## config.mk

```make
export PLATFORM = sky130hd
export DESIGN_NAME = display_scan_ctrl
export DESIGN_NICKNAME = d
export VERILOG_FILES = /design/src/rtl/display_pkg.sv /design/src/rtl/seg7_decode.sv /design/src/rtl/display_scan_ctrl.sv
export SDC_FILE = /design/constraint.sdc
export NUM_CORES = 1
export LEC_CHECK = 0
export ABC_AREA = 1
export ABC_CLOCK_PERIOD_IN_PS = 3530
export BUFFER_PORTS_ARGS = -buffer_cell sky130_fd_sc_hd__buf_2
export CORE_MARGIN = 2
export CORE_UTILIZATION = 25
export CTS_CLUSTER_DIAMETER = 120
export DETAILED_ROUTE_END_ITERATION = 8
export HOLD_SLACK_MARGIN = 0.05
export PLACE_DENSITY = 0.39
export SETUP_SLACK_MARGIN = 0.02
export SYNTH_ARGS = -nofsm -noshare
export SYNTH_HDL_FRONTEND = slang
export SYNTH_HIERARCHICAL = 1
export SYNTH_SLANG_ARGS = --single-unit
```

## constraint.sdc

```tcl
create_clock -name CLK -period 3.53 [get_ports CLK]
set_input_delay 0.1765 -clock CLK [delete_from_list [all_inputs] [get_ports CLK]]
set_output_delay 0.1765 -clock CLK [all_outputs]
set_load 0.01 [all_outputs]
```

## src/rtl/display_pkg.sv

```systemverilog
// Shared constants and types for the four-digit display scan controller:
// segment codes, anode patterns and the BCD conversion state encoding.
package display_pkg;

  typedef enum logic [1:0] {
    IDLE   = 2'd0,
    LOAD   = 2'd1,
    SHIFT  = 2'd2,
    COMMIT = 2'd3
  } conv_state_t;

  // Active-low {a,b,c,d,e,f,g}
  localparam logic [6:0] BLANK = 7'b1111111;

  localparam logic [6:0] SEG_CODE [0:9] = '{
    7'b0000001, 7'b1001111, 7'b0010010, 7'b0000110, 7'b1001100,
    7'b0100100, 7'b0100000, 7'b0001111, 7'b0000000, 7'b0000100
  };

  localparam logic [3:0] ANODE [0:3] = '{
    4'b0111, 4'b1011, 4'b1101, 4'b1110
  };

  function automatic logic [3:0] add3(input logic [3:0] n);
    return (n >= 4'd5) ? n + 4'd3 : n;
  endfunction

  // Double-dabble correction applied to every BCD nibble before each shift.
  function automatic logic [11:0] dabble_adj(input logic [11:0] b);
    return {add3(b[11:8]), add3(b[7:4]), add3(b[3:0])};
  endfunction

endpackage

```

## src/rtl/seg7_decode.sv

```systemverilog
// Combinational BCD-to-seven-segment decoder with blanking; anything
// above 9 also decodes to the blank pattern.
module seg7_decode
  import display_pkg::*;
(
  input  logic [3:0] bcd,
  input  logic       blank,
  output logic [6:0] a_to_g
);

  always_comb begin
    a_to_g = BLANK;
    if (!blank && (bcd <= 4'd9)) begin
      a_to_g = SEG_CODE[bcd];
    end
  end

endmodule

```

## src/rtl/display_scan_ctrl.sv

```systemverilog
// Scan and view controller for the four-digit display: arbitrates operand vs.
// result view, converts the chosen values to BCD once per frame, scans digits.
module display_scan_ctrl
  import display_pkg::*;
#(
  parameter int SCAN_DIV    = 100000,
  parameter int HOLD_FRAMES = 2000
) (
  input  logic       CLK,
  input  logic       RST_N,
  input  logic [3:0] OpA,
  input  logic [3:0] OpB,
  input  logic [7:0] Result,
  input  logic       ResultValid,
  input  logic       Clear,
  output logic [3:0] seg,
  output logic [6:0] a_to_g,
  output logic       isResult,
  output logic       busy
);

  localparam int DIV_W  = $clog2(SCAN_DIV);
  localparam int HOLD_W = $clog2(HOLD_FRAMES + 1);
  localparam logic [DIV_W-1:0]  DIV_LAST  = DIV_W'(SCAN_DIV - 1);
  localparam logic [HOLD_W-1:0] HOLD_INIT = HOLD_W'(HOLD_FRAMES);

  // ---------------------------------------------------------------- scan timing
  logic [DIV_W-1:0] div;
  logic [1:0]       idx;
  logic [1:0]       idx_nx;
  logic             tick;
  logic             frame_end;

  assign tick      = (div == DIV_LAST);
  assign idx_nx    = idx + 2'd1;
  assign frame_end = tick && (idx == 2'd3);

  // idx resets to 3 so the very first tick is a frame boundary selecting digit 0.
  always_ff @(posedge CLK or negedge RST_N) begin
    if (!RST_N) begin
      div <= '0;
      idx <= 2'd3;
    end else if (tick) begin
      div <= '0;
      idx <= idx_nx;
    end else begin
      div <= div + 1'b1;
    end
  end

  // ----------------------------------------------------------- view arbitration
  logic [7:0]        res_q;
  logic [HOLD_W-1:0] hold;

  always_ff @(posedge CLK or negedge RST_N) begin
    if (!RST_N) begin
      res_q    <= '0;
      isResult <= 1'b0;
      hold     <= '0;
    end else if (ResultValid) begin
      res_q    <= Result;
      isResult <= 1'b1;
      hold     <= HOLD_INIT;
    end else if (Clear) begin
      isResult <= 1'b0;
      hold     <= '0;
    end else if (frame_end && (hold != '0)) begin
      hold <= hold - 1'b1;
      if (hold == HOLD_W'(1)) begin
        isResult <= 1'b0;
      end
    end
  end

  // ------------------------------------------------------------- BCD conversion
  conv_state_t state;
  conv_state_t state_d;
  logic        cv_view;
  logic        pass_b;
  logic        view_q;
  logic [7:0]  cv_a;
  logic [7:0]  cv_b;
  logic [7:0]  bin_sr;
  logic [7:0]  a_bcd;
  logic [11:0] bcd_sr;
  logic [2:0]  iter;
  logic [15:0] frame_q;
  logic [19:0] dd_nx;
  logic        last_iter;

  assign dd_nx     = {dabble_adj(bcd_sr), bin_sr} << 1;
  assign last_iter = (iter == 3'd7);
  assign busy      = (state != IDLE);

  always_ff @(posedge CLK or negedge RST_N) begin
    if (!RST_N) begin
      state <= IDLE;
    end else begin
      state <= state_d;
    end
  end

  // Operand view loops back through LOAD once to convert OpB after OpA.
  always_comb begin
    state_d = state;
    case (state)
      IDLE:    if (frame_end) state_d = LOAD;
      LOAD:    state_d = SHIFT;
      SHIFT:   if (last_iter) state_d = (cv_view || pass_b) ? COMMIT : LOAD;
      COMMIT:  state_d = IDLE;
      default: state_d = IDLE;
    endcase
  end

  always_ff @(posedge CLK or negedge RST_N) begin
    if (!RST_N) begin
      cv_view <= 1'b0;
      cv_a    <= '0;
      cv_b    <= '0;
      pass_b  <= 1'b0;
      bin_sr  <= '0;
      bcd_sr  <= '0;
      iter    <= '0;
      a_bcd   <= '0;
      frame_q <= '0;
      view_q  <= 1'b0;
    end else begin
      case (state)
        IDLE: begin
          // Inputs are snapshotted here so mid-frame changes cannot leak in.
          if (frame_end) begin
            cv_view <= isResult;
            cv_a    <= isResult ? res_q : {4'h0, OpA};
            cv_b    <= {4'h0, OpB};
            pass_b  <= 1'b0;
          end
        end
        LOAD: begin
          bcd_sr <= '0;
          bin_sr <= pass_b ? cv_b : cv_a;
          iter   <= '0;
          if (pass_b) begin
            a_bcd <= bcd_sr[7:0];
          end
        end
        SHIFT: begin
          {bcd_sr, bin_sr} <= dd_nx;
          iter             <= iter + 3'd1;
          if (last_iter && !cv_view) begin
            pass_b <= 1'b1;
          end
        end
        COMMIT: begin
          frame_q <= cv_view ? {4'h0, bcd_sr} : {a_bcd, bcd_sr[7:0]};
          view_q  <= cv_view;
        end
        default: ;
      endcase
    end
  end

  // ------------------------------------------------------------------- display
  logic [15:0] show_q;
  logic        show_view;
  logic [15:0] disp_frame;
  logic        disp_view;
  logic [3:0]  digit;
  logic        lz_sel;
  logic        blank;
  logic        lz0;
  logic        lz1;
  logic        lz2;
  logic [6:0]  dec_out;

  // Digit 0 reads the freshly committed frame; the rest read the frame-long copy.
  assign disp_frame = frame_end ? frame_q : show_q;
  assign disp_view  = frame_end ? view_q  : show_view;
  assign lz0        = (disp_frame[15:12] == 4'h0);
  assign lz1        = lz0 && (disp_frame[11:8] == 4'h0);
  assign lz2        = lz1 && (disp_frame[7:4] == 4'h0);
  assign blank      = disp_view && lz_sel;

  always_comb begin
    digit  = disp_frame[3:0];
    lz_sel = 1'b0;
    case (idx_nx)
      2'd0: begin
        digit  = disp_frame[15:12];
        lz_sel = lz0;
      end
      2'd1: begin
        digit  = disp_frame[11:8];
        lz_sel = lz1;
      end
      2'd2: begin
        digit  = disp_frame[7:4];
        lz_sel = lz2;
      end
      default: begin
        digit  = disp_frame[3:0];
        lz_sel = 1'b0;
      end
    endcase
  end

  seg7_decode u_dec (
    .bcd    (digit),
    .blank  (blank),
    .a_to_g (dec_out)
  );

  always_ff @(posedge CLK or negedge RST_N) begin
    if (!RST_N) begin
      seg       <= 4'hF;
      a_to_g    <= BLANK;
      show_q    <= '0;
      show_view <= 1'b0;
    end else if (tick) begin
      seg    <= ANODE[idx_nx];
      a_to_g <= dec_out;
      if (frame_end) begin
        show_q    <= frame_q;
        show_view <= view_q;
      end
    end
  end

endmodule

```

==> summary.txt <==
Run status
  • Status: completed

Power
  • Leakage power total: between 3 and 4 nW
  • Total power: around 3.5 mW
  • Highest ir drop seen on vdd: about 190 µV
  • Power density over the cells: 457 mW/mm²

GRT
  • Vias in the first global route: slightly above 5000
  • GR Util met2: approximately a fifth
  • First-pass GRT wire length: between 20000 and 30000 µm
  • Initial antenna violation count: 0
  • GRT overflow: 0
  • Grt met1 use: between 10% and 20%
  • Grt peak-use layer: met2
  • GR Layer Usage met3: under 10%
  • Tot GR Track Use: 12.3%
  • Largest net degree at the start of global routing: between 90 and 100

STA
  • Setup-failing EPs final: 0
  • Final Hold Fails: 0
  • Worst setup margin: approximately 0.59 ns
  • Slew headroom: 38.2%
  • Slew Viols, Final: 0
  • Final period util: roughly 83%
  • Setup Skew: 0.0139 ns
  • Tightest Pin Transition: ~0.93 ns
  • RSZ-0062 raised after global routing: false
  • Min Tclk post-route: 2.94 ns
  • FMAX: about 340 MHz
  • Setup TNS: 0 ns

Setup path
  • Critical path class: reg -> reg
  • Worst path cell trace: ha_1 > nand4_1 > o21ai_0 > o21ai_0 > o22a_1 > ha_1 > or2_1 > nand3_1 > nand3_1 > nand2_1 > nand2_1
  • CP max stage cell: dfstp_2
  • WP data arrival: about 3.3 ns
  • CP top delay family: simple AND/OR/NAND/NOR gates
  • R2R setup slack: ~0.6 ns
  • Crit-path max FO: 11
  • Setup crit start kind: register
  • Critical path's largest stage delay: 0.57 ns
  • CP required: approximately 3.9 ns
  • Crit. End Element: register
  • WP buf/inv: 0

Layout
  • Fin util: slightly above 30%
  • Share of cells above drive strength 1: approximately an eighth
  • Ant. Diodes: 0
  • Final net count: 865
  • Synth-to-Final Area Change: 20.0%

Placed design
  • Pre-CTS WS: between 0.5 and 0.6 ns
  • Gpl congestion: around 0.77
  • Final HPWL DP: between 10000 and 15000 µm
  • I/O Buffers: 32

Clocking
  • Clk Latency, worst-skew pair: between 0.4 and 0.5 ns
  • Maximum clock path buffer count: 2
  • Post-CTS setup repair buffer count: 0
  • Clock Tree Root: clkbuf_16
  • H-tree depth: 4
  • CTS sink count: 131
  • CTS tree: done
  • Reg clk slew, reported paths: about 0.070 ns
  • Total CTS buffers: 17

Floorplanning
  • Placement row count: just under 60
  • Die Height: 165 µm
  • Core ar.: ~0.025 mm²
  • Die ar.: between 0.02 and 0.03 mm²
  • Die X: 165 µm
  • Initial cell density of the core: between 20% and 30%
  • Ports: 33

Route
  • DRT iter0 DRCs: ~310
  • Vias post-DR: around 5000
  • DRC Markers: 0
  • Total Wirelength: about 15000 µm
  • Drt via density: around 4.3
  • DRT antenna net count: 0
  • DR pass1 iterations: 6
  • Drt wl/cell: around 13 µm

Yosys
  • Syn Area/Cell: approximately 8.5 µm²
  • Sequential share of the synthesized area: about half
  • Synth unique cells: 40
  • Synth Instances: between 700 and 800
  • Cell Area, Synth: 0.00646 mm²
  • Syn nets: 812
  • YS warnings: 6
  • Synthesis-stage register bit count: around 130

Flow run
  • Max cap viols: 0

Min path
  • HP Class: in -> reg
## sequential cells by signal (all words and copies together), names as in the netlist, 2 cells and up
| signal | cells |
|---|---|
| hold | 11 |
| seg | 4 |
| cv_b | 4 |
| cv_a | 8 |
| iter | 3 |
| state | 2 |
| bcd_sr | 12 |
| bin_sr | 8 |
| a_to_g | 7 |
| a_bcd | 8 |
| div | 17 |
| frame_q | 16 |
| show_q | 16 |
| res_q | 8 |
| idx | 2 |
## worst register-to-register path: stages (launching register included)
cell,delay [ns]
dfstp_2,0.57
ha_1,0.30
nand4_1,0.43
o21ai_0,0.45
o21ai_0,0.14
o22a_1,0.24
ha_1,0.24
or2_1,0.25
nand3_1,0.07
nand3_1,0.07
nand2_1,0.07
nand2_1,0.05
## worst paths after layout
check / from / endpoint / cells after the start
min: OpA[0] / cv_a[0]$_DFFE_PN0P_ / 3
max: idx[1]$_DFFE_PN1N_ / a_to_g[3]$_DFFE_PN1N_ / 11
min reg2reg: div[0]$_DFF_PN0_ / div[0]$_DFF_PN0_ / 1
max in group asynchronous: RST_N / a_to_g[6]$_DFFE_PN1N_ / 3
min in group asynchronous: RST_N / div[12]$_DFF_PN0_ / 2
max reg2reg: idx[1]$_DFFE_PN1N_ / a_to_g[3]$_DFFE_PN1N_ / 11
## Yosys cell counts (all sizes together)
cell	n	share of area [%]
inv	112	6.5
and3	1	0.097
buf	9	1.1
nand4	14	1.6
o221ai	3	0.41
nor3	7	0.54
a41oi	2	0.27
o22ai	8	0.77
xor2	8	1.1
nor2	56	3.5
o31ai	3	0.35
mux2i	4	0.62
nor3b	1	0.12
clkbuf	9	0.52
and2	1	0.097
o22a	1	0.14
a21oi	21	1.6
a22o	2	0.27
dfstp	13	5.3
or2	5	0.48
o21ai	84	6.5
nand2	196	12
nand3	37	3.2
ha	29	5.6
o211ai	8	0.93
dfrtp	118	46
clkinv	2	0.12
a31oi	7	0.68
a211oi	2	0.23
## through the flow
stage	area (µm²)	hold WS [ns]	cells
2_1_floorplan	6460	-0.119	763
3_3_place_gp	6980	0.363	1113
3_5_place_dp	6980	0.367	1113
4_1_cts	7750	0.0590	1159
5_1_grt	7750	0.0750	1159
6_report	7750	0.0636	1159
## final cells by class
class	count	area [µm²]
repair buffers	52	352
clock buffers	17	425
flip-flops and latches	131	3290
multi-input cells	500	2640
clock inverters	15	205
inverters	114	428
well taps	330	413
fillers	2724	17500
## routing by layer
layer	vias to the layer above	wire (µm)
li1	2570	-
met1	2346	7620
met2	52	7060
met3	8	378
met4	0	127
met5	-	0
## kinds of logic (layout without fill, tap and decap cells)
family,count (synthesis),in the layout,share of synthesized area [%]
buffers and inverters,132,198,8.24
adders and majority gates,29,29,5.61
xor gates and xnor gates,8,8,1.08
AOI/OAI and AO/OA,141,141,12.2
DFF,131,131,51.0
and+or+nand+nor,318,318,21.3
muxes,4,4,0.619
## placed cells by master (no fill, tap or decap), types with 2 or more instances in the layout
cell type,count
nand2_1,188
dfrtp_1,118
inv_1,108
o21ai_0,71
nor2_1,52
nand3_1,34
buf_2,31
ha_1,29
a21oi_1,21
clkbuf_16,17
dlygate4sd3_1,14
nand4_1,13
o21ai_1,13
dfstp_2,13
nand2_2,8
xor2_1,8
o211ai_1,8
o22ai_1,8
nor3_1,7
a31oi_1,7
buf_4,6
inv_2,4
or2_2,4
mux2i_1,4
bufinv_16,4
nor2_2,3
o31ai_1,3
o221ai_1,3
clkinvlp_4,3
inv_6,3
clkinv_4,3
nand3_2,2
a211oi_1,2
clkinv_1,2
a22o_1,2
a41oi_1,2
clkinv_2,2
## repair_timing
item / 4_1_cts / 5_1_grt
endpoints found under the hold margin: 100 / 0
gates resized for setup: 0 / 0
hold buffers: 14 / 0
## where the power goes
| group | switching (mW) | total, mW | internal (mW) |
|---|---|---|---|
| Clock | 0.708 | 1.90 | 1.19 |
| Sequential | 0.0137 | 1.53 | 1.52 |
| Combinational | 0.0713 | 0.111 | 0.0402 |
Note: power is estimated with default switching activity, not from simulation.
